## config.mk

```make
export PLATFORM = sky130hd
export DESIGN_NAME = present_enc_core
export DESIGN_NICKNAME = d
export VERILOG_FILES = /design/src/rtl/present_pkg.sv /design/src/rtl/pLayer_Enc.sv /design/src/rtl/present_enc_core.sv
export SDC_FILE = /design/constraint.sdc
export NUM_CORES = 1
export LEC_CHECK = 0
export ABC_CLOCK_PERIOD_IN_PS = 1980
export CORE_MARGIN = 2
export CORE_UTILIZATION = 60
export CTS_BUF_LIST = sky130_fd_sc_hd__clkbuf_8
export CTS_CLUSTER_DIAMETER = 50
export DETAILED_ROUTE_END_ITERATION = 10
export DONT_BUFFER_PORTS = 1
export PLACE_DENSITY_LB_ADDON = 0.25
export SLEW_MARGIN = 15
export SYNTH_ARGS = -nofsm -noshare
export SYNTH_HDL_FRONTEND = slang
export SYNTH_SLANG_ARGS = --single-unit
```

## constraint.sdc

```tcl
create_clock -name clock -period 1.98 [get_ports clock]
set_input_delay 0 -clock clock [delete_from_list [all_inputs] [get_ports clock]]
set_output_delay 0 -clock clock [all_outputs]
set_load 0.03 [all_outputs]
```

## src/rtl/present_pkg.sv

```systemverilog
// Shared constants, FSM encoding and S-box helpers for the PRESENT-80 encryption core.
package present_pkg;

  localparam int BLOCK_W        = 64;
  localparam int KEY_W          = 80;
  localparam int NUM_ROUNDS_DEF = 31;

  // Nibble n of this word is S(n).
  localparam logic [63:0] SBOX_TABLE = 64'h21748FE3_DA09B65C;

  typedef enum logic {
    IDLE  = 1'b0,
    ROUND = 1'b1
  } fsm_t;

  function automatic logic [3:0] sbox4(input logic [3:0] x);
    return SBOX_TABLE[{x, 2'b00} +: 4];
  endfunction

  function automatic logic [BLOCK_W-1:0] sbox_layer(input logic [BLOCK_W-1:0] x);
    logic [BLOCK_W-1:0] y;
    y = '0;
    for (int n = 0; n < BLOCK_W / 4; n++) begin
      y[4*n +: 4] = sbox4(x[4*n +: 4]);
    end
    return y;
  endfunction

endpackage

```

## src/rtl/pLayer_Enc.sv

```systemverilog
// PRESENT forward bit permutation: bit j moves to 16*j mod 63, bit 63 stays put.
module pLayer_Enc
  import present_pkg::*;
(
  input  logic [BLOCK_W-1:0] din,
  output logic [BLOCK_W-1:0] dout
);

  for (genvar j = 0; j < BLOCK_W - 1; j++) begin : g_perm
    assign dout[(16 * j) % 63] = din[j];
  end

  assign dout[BLOCK_W-1] = din[BLOCK_W-1];

endmodule

```

## src/rtl/present_enc_core.sv

```systemverilog
// Iterative PRESENT-80 encryption: one round per clock, K32 whitening folded into the final round.
//
//   state | meaning
//   IDLE  | ready for a new block; enable_in starts an operation
//   ROUND | running rounds 1..NUM_ROUNDS, enable_in ignored
module present_enc_core
  import present_pkg::*;
#(
  parameter int NUM_ROUNDS = NUM_ROUNDS_DEF
) (
  input  logic               clock,
  input  logic               reset,
  input  logic [BLOCK_W-1:0] state,
  input  logic [KEY_W-1:0]   key,
  input  logic               enable_in,
  output logic               ready,
  output logic [BLOCK_W-1:0] out,
  output logic               enable_out
);

  localparam logic [4:0] LAST_ROUND = 5'(NUM_ROUNDS);

  fsm_t               fsm_q;
  fsm_t               fsm_d;
  logic [BLOCK_W-1:0] data_q;
  logic [KEY_W-1:0]   key_q;
  logic [4:0]         round_q;
  logic               start;
  logic               last;

  logic [BLOCK_W-1:0] sbox_out;
  logic [BLOCK_W-1:0] perm_out;
  logic [KEY_W-1:0]   key_rot;
  logic [KEY_W-1:0]   key_next;

  assign sbox_out = sbox_layer(data_q ^ key_q[KEY_W-1:16]);

  pLayer_Enc u_player (
    .din  (sbox_out),
    .dout (perm_out)
  );

  // Key schedule: rotate left by 61, S-box the top nibble, mix in the round index.
  always_comb begin
    key_rot          = {key_q[18:0], key_q[KEY_W-1:19]};
    key_next         = key_rot;
    key_next[79:76]  = sbox4(key_rot[79:76]);
    key_next[19:15]  = key_rot[19:15] ^ round_q;
  end

  always_comb begin
    fsm_d = fsm_q;
    start = 1'b0;
    last  = 1'b0;
    case (fsm_q)
      IDLE: begin
        if (enable_in) begin
          start = 1'b1;
          fsm_d = ROUND;
        end
      end
      ROUND: begin
        if (round_q == LAST_ROUND) begin
          last  = 1'b1;
          fsm_d = IDLE;
        end
      end
      default: fsm_d = IDLE;
    endcase
  end

  assign ready = (fsm_q == IDLE);

  always_ff @(posedge clock) begin
    if (reset) begin
      fsm_q <= IDLE;
    end else begin
      fsm_q <= fsm_d;
    end
  end

  always_ff @(posedge clock) begin
    if (reset) begin
      data_q     <= '0;
      key_q      <= '0;
      round_q    <= '0;
      out        <= '0;
      enable_out <= 1'b0;
    end else begin
      enable_out <= last;
      if (start) begin
        data_q  <= state;
        key_q   <= key;
        round_q <= 5'd1;
      end else if (fsm_q == ROUND) begin
        data_q  <= perm_out;
        key_q   <= key_next;
        // Park the counter at 0 on completion so it never wraps.
        round_q <= last ? 5'd0 : round_q + 5'd1;
      end
      if (last) begin
        out <= perm_out ^ key_next[KEY_W-1:16];
      end
    end
  end

endmodule

```

==> impl_metrics.py <==
metrics = {
    "status": {
        "outcome": "finished, violations left",
        "failed_checks": "hold timing, setup timing",
    },
    "clock_tree": {
        "root_buffer": "clkbuf_8",
        "postCtsHoldBufs": 80,
        "cts_buffer_depth": 3,
        "cts-buffers-inserted": 39,
        "clock-sinks": 215,
        "cts_max_level": 2,
        "cts_tree": "built",
        "clk_latency_ns": 0.56,
        "path_clk_slew_ns": 0.06,
    },
    "global_routing": {
        "gr-total-overflow": 0,
        "track_usage_pct": 34.38,
        "grt_pass1_wl_microns": 59160,
        "antenna_found_initial": 1,
        "grt_pass1_vias": 10520,
        "grt_max_degree": 201,
    },
    "die": {
        "coreArea_sq_um": 21020,
        "die_width_microns": 150.5,
        "initial_core_util_pct": 61.29,
        "rows": 53,
        "die_h_microns": 150.5,
        "dieArea_sq_um": 22660,
        "pin_count": 213,
    },
    "yosys": {
        "seq_area_frac_synth_pct": 33.40,
        "syn-num-nets": 1616,
        "ys_ff_latch": 215,
        "muxShareOfSynthArea_pct": 14.55,
        "synth_flop_cell": "dfxtp_1",
        "yosys.area_share.simple_pct": 10.48,
        "synth_top_family_by_area": "compound AO/OA/AOI/OAI gates",
        "async_reset_ff_share_pct": 0,
        "yosysUniqueCellTypes": 36,
        "synth_compound_area_share_pct": 15.73,
        "syn_inst": 1366,
        "synth.avg_cell_area_sq_um": 9.433,
        "synth_adder_area_share_pct": 10.00,
        "synth_warnings": 0,
        "synth_enable_flop_cells": 0,
        "synth_xor_area_share_pct": 10.83,
        "syn_area_sq_um": 12880,
    },
    "critical_path": {
        "cp.required_ns": 2.42,
        "worstPathCellList": "xnor2_2, inv_1, ha_1, mux4_2, xnor2_1, a22o_1",
        "critPathKind": "flop to flop",
        "endpoint_kind": "flop",
        "cp.arrival_ns": 2.42,
        "cpPeakStageDelay_ns": 0.58,
        "cp_slowest_cell": "mux4_2",
        "start_kind": "flop",
        "path_max_fanout": 3,
    },
    "routing": {
        "via_per_inst": 6.048,
        "dr_wl_met2_microns": 18850,
        "first_iter_violations": 971,
        "vias": 11010,
        "top_layer_used": "met4",
        "ant_nets": 0,
        "dr_wl_met3_microns": 4502,
        "remaining_drc_errors": 0,
        "routed_wl_microns": 40970,
        "drt_pass1_iterations": 5,
        "wl_met1_microns": 16200,
        "wl_per_cell_microns": 22.51,
    },
    "cells_and_area": {
        "area_growth_pct": 24.22,
        "final_layout_size_suffix_gt1_share_pct": 22.03,
        "fin_nets": 1766,
        "final_cells": 1820,
    },
    "placed_design": {
        "place_inst": 1660,
        "pre_cts_slack_ns": -0.07483,
        "gp_congestion": 0.9487,
        "dp_hpwl_microns": 26950,
        "io_buffers": 0,
    },
    "power_and_ir_drop": {
        "power.leakage_uw": 0.006804,
        "power_density_nw_per_um2": 908.3,
        "max-vdd-ir-drop_uv": 598.8,
        "finalPower_uw": 14540,
    },
    "worst_hold_path": {
        "hold_class": "primary input to flop",
    },
    "timing": {
        "worstMarginPinSlew_ns": 0.7653,
        "fin_skew_ns": 0.02222,
        "setup_tns_ns": -0.002410,
        "finalWorstSetupSlack_ns": -0.002410,
        "drv_slew": 0,
        "clock.fmax_ghz": 0.5044,
        "hold-worst-slack_ns": -0.4880,
        "slew-limit-headroom_pct": 48.86,
        "finalSetupViolCount": 1,
        "fin_crit_sh_pct": 100.1,
        "finalHoldViolCount": 132,
        "fin_crit_ns": 1.982,
        "rsz0062_at_grt": "yes",
    },
    "run": {
        "cap_violations": 0,
    },
}
Yosys cell counts (15+ instances only):
cell      number  area (sq um)
nand2_1       27         101.4
xor2_1        22         192.7
mux2i_1      110          1101
mux4_2        32         720.7
clkbuf_1      67         251.5
buf_2         18         90.09
ha_1         103          1289
a21oi_1      106         530.5
nor2_1       197         739.5
xnor2_1       84         735.7
inv_1         75         281.5
a22o_1        35         306.5
nor3_1        15         75.07
nor2b_1       55         344.1
dfxtp_1      215          4304
a211oi_1     144          1081
cell families (layout without fill, tap and decap cells):
group / Yosys count / in the layout
fa+ha+maj: 103 / 103
xor+xnor: 134 / 134
simple gates: 307 / 308
flops: 215 / 215
other cells: 0 / 2
compound gates: 298 / 298
buf+inv: 165 / 341
mux: 144 / 144
final timing paths:
path | start | endpoint | slack (ns) | depth (start not counted)
hold reg to reg | data_q[45]$_SDFFE_PP0P_ | data_q[45]$_SDFFE_PP0P_ | 0.59 | 2
hold / removal | reset | out[14]$_SDFFE_PP0P_ | -0.49 | 1
setup / recovery | key_q[76]$_SDFFE_PP0P_ | out[31]$_SDFFE_PP0P_ | -0.002 | 6
setup reg to reg | key_q[76]$_SDFFE_PP0P_ | out[31]$_SDFFE_PP0P_ | -0.002 | 6
sequential cells by signal, indices dropped and copies added (netlist names):
signal / flops
fsm_q: 1
out: 64
enable_out: 1
round_q: 5
key_q: 80
data_q: 64
per-layer routing:
| metal | track usage [%] | vias to the layer above |
|---|---|---|
| met3 | 11.27 | 79 |
| met4 | 12.78 | 0 |
| met5 | 0 | - |
| met1 | 44.22 | 5385 |
| li1 | - | 5043 |
| met2 | 53.93 | 501 |
cells in the final DEF, fill, tap and decap left out, types with 2 or more instances in the layout:
cell,Yosys,routed
buf_6,0,4
xnor2_1,84,58
nand4b_1,2,2
nor2b_1,55,55
clkbuf_8,0,49
dfxtp_2,0,15
inv_2,0,8
buf_16,0,2
mux4_2,32,34
inv_1,75,78
clkinv_2,0,3
xor2_2,14,23
nand2_1,27,26
clkinvlp_4,0,4
mux2i_1,110,109
xor2_1,22,13
nor3_1,15,13
ha_1,103,83
diode_2,0,2
ha_4,0,17
a21oi_2,9,13
a21oi_1,106,102
xnor2_2,13,39
nor2_4,0,3
a22o_1,35,35
ha_2,0,3
nand3_1,2,2
or4_1,2,2
nand3b_1,2,2
a211oi_1,144,143
nor3_2,0,2
buf_4,1,110
and3_1,2,2
dlygate4sd3_1,0,78
dfxtp_1,215,199
clkbuf_16,0,2
nor2_1,197,194
critical path, delay by kind of cell, from the launching register on:
family	cells	cell delay, ns
XOR/XNOR	2	0.39
AO/OA/AOI/OAI	1	0.20
multiplexers	1	0.58
adder cells (fa/ha/maj)	1	0.24
buffers and inverters	1	0.14
flip-flops	1	0.34
area by class of cell:
cell class / instances / area, sq um
Clock inverter: 19 / 116.4
Clock buffer: 49 / 674.4
Multi-Input combinational cell: 987 / 8477
Inverter: 76 / 285.3
Antenna cell: 2 / 5.005
Timing Repair Buffer: 197 / 1777
Tap cell: 275 / 344.1
Fill cell: 1342 / 5016
Sequential cell: 215 / 4327
per-stage QoR:
stage	area (sq um)	hold slack (ns)	util (%)
after floorplan	12920	0.1868	-
after global placement	13760	0.08488	65.44
after detailed placement	13760	0.08690	65.44
after CTS	15390	-0.4931	73.20
after global routing	16000	-0.4896	76.11
final	16010	-0.4880	76.14
what timing repair did:
item,4_1_cts,5_1_grt
gates resized for setup,8,92
gates cloned,1,2
endpoints found under the setup margin,42,92
setup buffers,0,9
endpoints found under the hold margin,215,138
pin swaps,0,16
where the power goes:
group | internal (uW) | total [uW] | switching (uW) | leakage (uW)
logic | 2600 | 5310 | 2710 | 0.00460
clock network | 2360 | 4310 | 1950 | 0.000437
registers | 4610 | 4920 | 307 | 0.00177
No activity file was read; power rests on OpenSTA's default activity.
